## config.mk

```make
export PLATFORM = sky130hd
export DESIGN_NAME = lsu
export DESIGN_NICKNAME = d
export VERILOG_FILES = /design/src/rtl/lsu.sv
export SDC_FILE = /design/constraint.sdc
export NUM_CORES = 1
export LEC_CHECK = 0
export ABC_CLOCK_PERIOD_IN_PS = 2200
export BUFFER_PORTS_ARGS = -buffer_cell sky130_fd_sc_hd__buf_2
export CORE_MARGIN = 3
export CORE_UTILIZATION = 49
export CTS_CLUSTER_DIAMETER = 200
export DETAILED_ROUTE_END_ITERATION = 8
export GPL_ROUTABILITY_DRIVEN = 0
export PLACE_DENSITY = 0.81
export RECOVER_POWER = 50
export SLEW_MARGIN = 20
export SYNTH_ARGS = -nofsm -noshare
export SYNTH_HDL_FRONTEND = slang
export SYNTH_SLANG_ARGS = --single-unit
```

## constraint.sdc

```tcl
create_clock -name clk -period 2.2 [get_ports clk]
set_input_delay 0.55 -clock clk [delete_from_list [all_inputs] [get_ports clk]]
set_output_delay 0.55 -clock clk [all_outputs]
set_load 0.02 [all_outputs]
```

## src/rtl/lsu.sv

```systemverilog
// Load/store unit: bridges the core data port to a valid/ready word memory,
// forming byte lanes for stores and extending load results.
module lsu #(
  parameter int unsigned AW      = 30,
  parameter int unsigned TIMEOUT = 16
) (
  input  logic          clk,
  input  logic          reset,
  input  logic          req_valid,
  input  logic          req_we,
  input  logic [2:0]    funct3,
  input  logic [31:0]   addr,
  input  logic [31:0]   wdata,
  output logic          stall,
  output logic          done,
  output logic [31:0]   rdata,
  output logic          misaligned,
  output logic          bus_err,
  output logic          mem_req,
  output logic          mem_we,
  output logic [AW-1:0] mem_addr,
  output logic [3:0]    mem_be,
  output logic [31:0]   mem_wdata,
  input  logic          mem_ready,
  input  logic          mem_rvalid,
  input  logic [31:0]   mem_rdata
);

  localparam int unsigned CW = (TIMEOUT > 2) ? $clog2(TIMEOUT) : 1;
  localparam logic [CW-1:0] CNT_MAX = CW'(TIMEOUT - 1);

  typedef enum logic [1:0] {IDLE, REQ, WAIT, RESP} state_t;

  state_t        state, state_n;
  logic          we_q;
  logic [2:0]    f3_q;
  logic [31:0]   addr_q;
  logic [31:0]   wdata_q;
  logic [CW-1:0] cnt;
  logic          req_mis;
  logic          mis_n;
  logic          abort_n;
  logic [3:0]    be_c;
  logic [31:0]   wd_c;
  logic [31:0]   shifted;
  logic [15:0]   half_sel;
  logic [31:0]   load_ext;

  // funct3[1:0]: 00 byte, 01 half, anything else is treated as a word
  always_comb begin
    unique case (funct3[1:0])
      2'b00:   req_mis = 1'b0;
      2'b01:   req_mis = addr[0];
      default: req_mis = (addr[1:0] != 2'b00);
    endcase
  end

  always_comb begin
    unique case (f3_q[1:0])
      2'b00: begin
        be_c = 4'b0001 << addr_q[1:0];
        wd_c = {4{wdata_q[7:0]}};
      end
      2'b01: begin
        be_c = 4'b0011 << addr_q[1:0];
        wd_c = {2{wdata_q[15:0]}};
      end
      default: begin
        be_c = 4'b1111;
        wd_c = wdata_q;
      end
    endcase
  end

  always_comb begin
    shifted  = mem_rdata >> {addr_q[1:0], 3'b000};
    half_sel = addr_q[1] ? mem_rdata[31:16] : mem_rdata[15:0];
    unique case (f3_q)
      3'b000:  load_ext = {{24{shifted[7]}}, shifted[7:0]};
      3'b100:  load_ext = {24'h0, shifted[7:0]};
      3'b001:  load_ext = {{16{half_sel[15]}}, half_sel};
      3'b101:  load_ext = {16'h0, half_sel};
      default: load_ext = mem_rdata;
    endcase
  end

  always_comb begin
    state_n = state;
    mis_n   = 1'b0;
    abort_n = 1'b0;
    unique case (state)
      IDLE: if (req_valid) begin
        mis_n   = req_mis;
        state_n = req_mis ? RESP : REQ;
      end
      REQ: begin
        if (mem_ready) state_n = we_q ? RESP : WAIT;
        else if (cnt == CNT_MAX) begin
          state_n = RESP;
          abort_n = 1'b1;
        end
      end
      WAIT: begin
        if (mem_rvalid) state_n = RESP;
        else if (cnt == CNT_MAX) begin
          state_n = RESP;
          abort_n = 1'b1;
        end
      end
      RESP: state_n = IDLE;
    endcase
  end

  always_ff @(posedge clk) begin
    if (reset) begin
      state      <= IDLE;
      we_q       <= 1'b0;
      f3_q       <= '0;
      addr_q     <= '0;
      wdata_q    <= '0;
      cnt        <= '0;
      rdata      <= '0;
      misaligned <= 1'b0;
      bus_err    <= 1'b0;
    end else begin
      state      <= state_n;
      misaligned <= mis_n;
      bus_err    <= abort_n;
      if (state == IDLE && req_valid) begin
        we_q    <= req_we;
        f3_q    <= funct3;
        addr_q  <= addr;
        wdata_q <= wdata;
      end
      // Counter restarts on every entry into REQ or WAIT
      if (state_n != state && (state_n == REQ || state_n == WAIT)) cnt <= '0;
      else if (state == REQ || state == WAIT) cnt <= cnt + 1'b1;
      if (state == WAIT && mem_rvalid) rdata <= load_ext;
    end
  end

  assign stall     = (state == IDLE && req_valid) || state == REQ || state == WAIT;
  assign done      = (state == RESP);
  assign mem_req   = (state == REQ);
  assign mem_we    = mem_req & we_q;
  assign mem_be    = mem_req ? be_c : '0;
  assign mem_wdata = mem_req ? wd_c : '0;
  assign mem_addr  = addr_q[AW+1:2];

endmodule

```

* Yosys cells after proc, flatten, opt, wreduce, memory -nomap -nowiden
Cells that the tools add are included.
Word-level totals: register bits after elaboration 108, output and inout bits 104
Operators by class: $add $sub $neg 1, eq/ne operators 12, shifts and indexed selects 3, muxes and demuxes 18, bitwise gates (word level) 3, reduce and logical (&&, ||, !) cells 14
Operator list (count):
- $pmux W32 S4 | 1
- $pmux W32 S2 | 1
- $mux W32 | 1
- $shr A32 B5 Y8 | 1
- $mux W16 | 1
- $mux W2 | 5
- $eq A2 B1 Y1 const B | 4
- $pmux W2 S4 | 1
- $pmux W4 S2 | 1
- $eq A2 B2 Y1 const B | 3
- $eq A3 B3 Y1 const B | 2
- $logic_not A2 Y1 | 3
- $add A4 B1 Y4 const B | 1
- $eq A4 B4 Y1 const B | 1
- $logic_or A1 B1 Y1 | 4
- $mux W1 | 4
- $mux W4 | 1
- $pmux W1 S2 | 2
- $shl A1 B2 Y4 const A | 1
- $shl A2 B2 Y4 const A | 1
- $eq A3 B1 Y1 const B | 1
- $logic_and A1 B1 Y1 | 3
- $logic_not A3 Y1 | 1
- $reduce_or A3 Y1 | 1
- 5 further kinds | 6

* Logic depth before layout (Yosys ltp)
depth after elaboration 9, mapped depth 8

* Worst setup path after synthesis
Ideal clock, no wire load.
kind register -> output, start register state[1], end output mem_wdata[14], arrival time 1.814 ns, data required time 1.650 ns, slack -0.164 ns, stages on the path, launching flop included 6, buffers on the path 2, cells stage by stage dfxtp_1 > inv_1 > ha_1 > clkbuf_1 > clkbuf_1 > a21boi_0
Between the ends: word-level cells in the longest chain between the ends 2
RTL lines:
- start, declared | RTL line 34 | state_t state, state_n;
- start signal, assigned | RTL line 126 | state <= state_n;
- $eq A2 B1 Y1 | RTL line 144 | assign mem_req = (state == REQ);
- via mem_req | RTL line 19 | output logic mem_req,
- $mux W32 | RTL line 147 | assign mem_wdata = mem_req ? wd_c : '0;
- end, declared | RTL line 23 | output logic [31:0] mem_wdata,
The timed path passes the listed nets, and every way through them passes these cells.

* Worst setup path in the final report
start register state[0], end output stall
Between the ends: word-level cells in the longest chain between the ends 4, elaborated cells on any way between the ends 6, classes of those cells 2 x eq/ne; 4 x reduce/logical
RTL lines:
- $logic_not A2 Y1 | RTL line 142 | assign stall = (state == IDLE && req_valid) || state == REQ || state == WAIT;
- $logic_and A1 B1 Y1 | RTL line 142
- $logic_or A1 B1 Y1 | RTL line 142
- $logic_or A1 B1 Y1 * | RTL line 142
- end, declared | RTL line 14 | output logic stall,
Mark *: on every way between the ends. The rest lies on a longest branch, timed or not.

==> summary.txt <==
Status: completed
Total Power: 6.50 mW
R2R depth: 7
Count of final setup violators: 0
CP startpoint kind: flop
Post-synthesis sequential area ratio: 41.4%
Top cells by area, synth: dfxtp_1 41%, nand2_1 14%, a21oi_1 7.8%
Core ar.: 10300 µm²
Synth Warn #: 0
Final hold violation count: 0
Yosys top cell by area: dfxtp_1
Full die area: 11900 µm²
H-tree levels: 3
Post-synthesis xor/xnor area fraction: 0.503%
Max-slew violations: 0
Arr. time, crit path: 1.60 ns
Io pins: 209
R2R Setup Slk: 0.21 ns
Die Height: 109 µm
Fin crit share: 97.9%
Drt wl/cell: 15.3 µm
Largest family of logic cells by synthesized area: simple AND/OR/NAND/NOR gates
DR DRC count: 0
Cells after Synth: 680
Area grow syn2layout: 23.3%
Power Dens Cells: 1010 nW/µm²
Commonest cells in the netlist: 191 x nand2_1, 108 x dfxtp_1, 81 x a21oi_1
Initial antenna violation count: 0
Min-Delay Path Depth: 3
Worst slew margin: 43.9%
Fraction of synthesized area in multiplexers: 5.03%
Synth Flop Type: dfxtp_1
Async set-or-reset flop fraction in the synthesized netlist: 0%
Antenna-violating nets left: 0
Hold WC Path Type: in2reg
Rows: 37
Minimum clock period: 2.15 ns
Post-synth EDFFs: 0
Total track usage: 23.7%
HPWL after detailed placement: 10500 µm
Ant. Diodes: 0
Share of the synthesized area in the top cell type: 41.4%
Longest Clk Path Bufs: 2
Largest net degree at the start of global routing: 69
Root Buffer: clkbuf_8
Synth Net Count: 791
Post-synthesis adder-cell area fraction: 1.44%
Max FO, Critical Path: 8
CTS tree: built
Simple-Gate Fraction of Synth Area: 23.0%
Min-delay src: wdata[5]
Vias in the first global route: 4671
CP Class: reg2out
Buffers on Ports: 208
R2R Path Start: state[0]$_SDFF_PP0_
Clk_lat worst skew: 0.37 ns
Iter 0 DRT Violations: 319
Layout Skew: 0.00802 ns
Final design utilization: 62.3%
Pre-Repair DR Iteration Count: 5
Lkg Pwr: 2.59 nW
Final wirelength: 15100 µm
Compound-cell area share of the yosys netlist: 19.8%
Cts bufs inserted: 9
Vias per inst: 5.24
Initial core utilization: 50.6%
Yosys reg bits: 108
Slew @ Worst Pin: 0.842 ns
# hold bufs at CTS: 0
Distinct cells, synth: 44
Die Span X: 109 µm
Most common cell in the synthesized netlist: nand2_1
Nets@finish: 955
CTS sink count: 108
Post-Syn Area: 5220 µm²
Mean Syn Cell Area: 7.68 µm²
CP Capture Type: output port
Gr ovfl total: 0
Via Count: 5165
CP Data Required Time: 1.65 ns
RR Endpoint: cnt[2]$_SDFFE_PP0P_
Peak supply drop: 0.565 mV
Clock-pin slew on the worst setup and hold paths: 0.11 ns
# Max-Cap Violations: 0
Share of cells above drive strength 1: 24.0%
Hold_ws: 0.404 ns
First-pass GRT wire length: 22700 µm
WHS Endpoint: wdata_q[5]$_SDFFE_PP0P_
Fmax achieved: 464 MHz
[worst max-delay path by stage]
stage,from,end
finish,state[0]$_SDFF_PP0_,stall
detailed placement,state[0]$_SDFF_PP0_,cnt[2]$_SDFFE_PP0P_
floorplan,state[1]$_SDFF_PP0_,mem_wdata[16]
CTS,state[1]$_SDFF_PP0_,stall
global route,state[0]$_SDFF_PP0_,mem_wdata[12]
global placement,state[0]$_SDFF_PP0_,cnt[2]$_SDFFE_PP0P_
[cell type report]
type	count	area [µm²]
Clock buffer	10	128
Clock inverter	6	48.8
Fill cell	986	3890
Inverter	7	32.5
Multi-Input combinational cell	483	2650
Sequential cell	108	2170
Tap cell	136	170
Timing Repair Buffer	235	1230
[worst max-delay path, cell delays in order (launching register included)]
cell and delay [ns]:
dfxtp_4 0.37, buf_6 0.13, ha_4 0.21, or3_4 0.40, buf_6 0.14
[report_power, final]
group	leakage (nW)	internal [mW]	switching (mW)
sequential	0.885	2.31	0.227
combinational	1.62	1.09	1.74
clock	0.0848	0.426	0.719
[flip-flops by register name, indices dropped and copies added (netlist names)]
register	cells
we_q	1
bus_err	1
addr_q	32
f3_q	3
wdata_q	32
state	2
cnt	4
misaligned	1
rdata	32
[metrics by stage]
stage	area (µm²)	TNS (ns)	setup WS, ns	cells
final	6430	0	0.0469	985
after detailed placement	6150	0	0.0313	959
after CTS	6380	0	0.000650	977
after global placement	6150	0	0.222	959
after floorplan	5230	0	0.0194	680
after global routing	6430	-0.00617	-0.00617	985
[repair_timing]
action,CTS,global route
gates cloned,0,2
resized for setup,13,20
setup endpoints to repair,37,15
setup buffers,2,6
[cell usage in the layout, fill, tap and decap left out, types with 2 or more instances in the layout]
cell,netlist,final
nand2_1,191,190
buf_2,8,140
dfxtp_1,108,104
a21oi_1,81,81
clkbuf_1,42,65
nor2_1,39,38
a211oi_1,26,26
mux2i_1,24,24
buf_4,31,21
and2_1,20,18
nor2b_1,14,14
o21ai_0,10,10
clkbuf_8,0,9
a21boi_1,0,6
o211ai_1,6,6
a22oi_1,6,6
o21a_1,5,5
a22o_1,5,5
a2bb2oi_1,5,5
nand2b_1,4,4
and3_1,4,4
inv_1,6,4
clkinvlp_4,0,3
nor3_1,3,3
a31oi_1,3,3
ha_1,6,3
buf_6,0,3
a21boi_2,0,2
nand3_1,2,2
a211o_1,2,2
xor2_1,2,2
a311oi_1,2,2
o221ai_1,2,2
ha_4,0,2
clkbuf_16,0,2
dfxtp_2,0,2
clkbuf_2,0,2
dfxtp_4,0,2
[cells by family (layout without fill, tap and decap cells)]
logic type               count (synthesis)  in the layout
AND/OR/NAND/NOR                        284            284
XOR/XNOR                                 3              3
multiplexers                            25             25
AO/OA/AOI/OAI                          165            165
adder cells (fa/ha/maj)                  6              6
buffers and inverters                   89            258
flip-flops                             108            108
[layer usage]
metal  GRT usage [%]  vias up  routed length (µm)
li1                -     2574                   -
met1            30.9     2371                6370
met2            39.4      208                7180
met3            5.51       12                1340
met4            6.50        0                 188
met5               0        -                   0
Power figures use the tool's default switching activity.
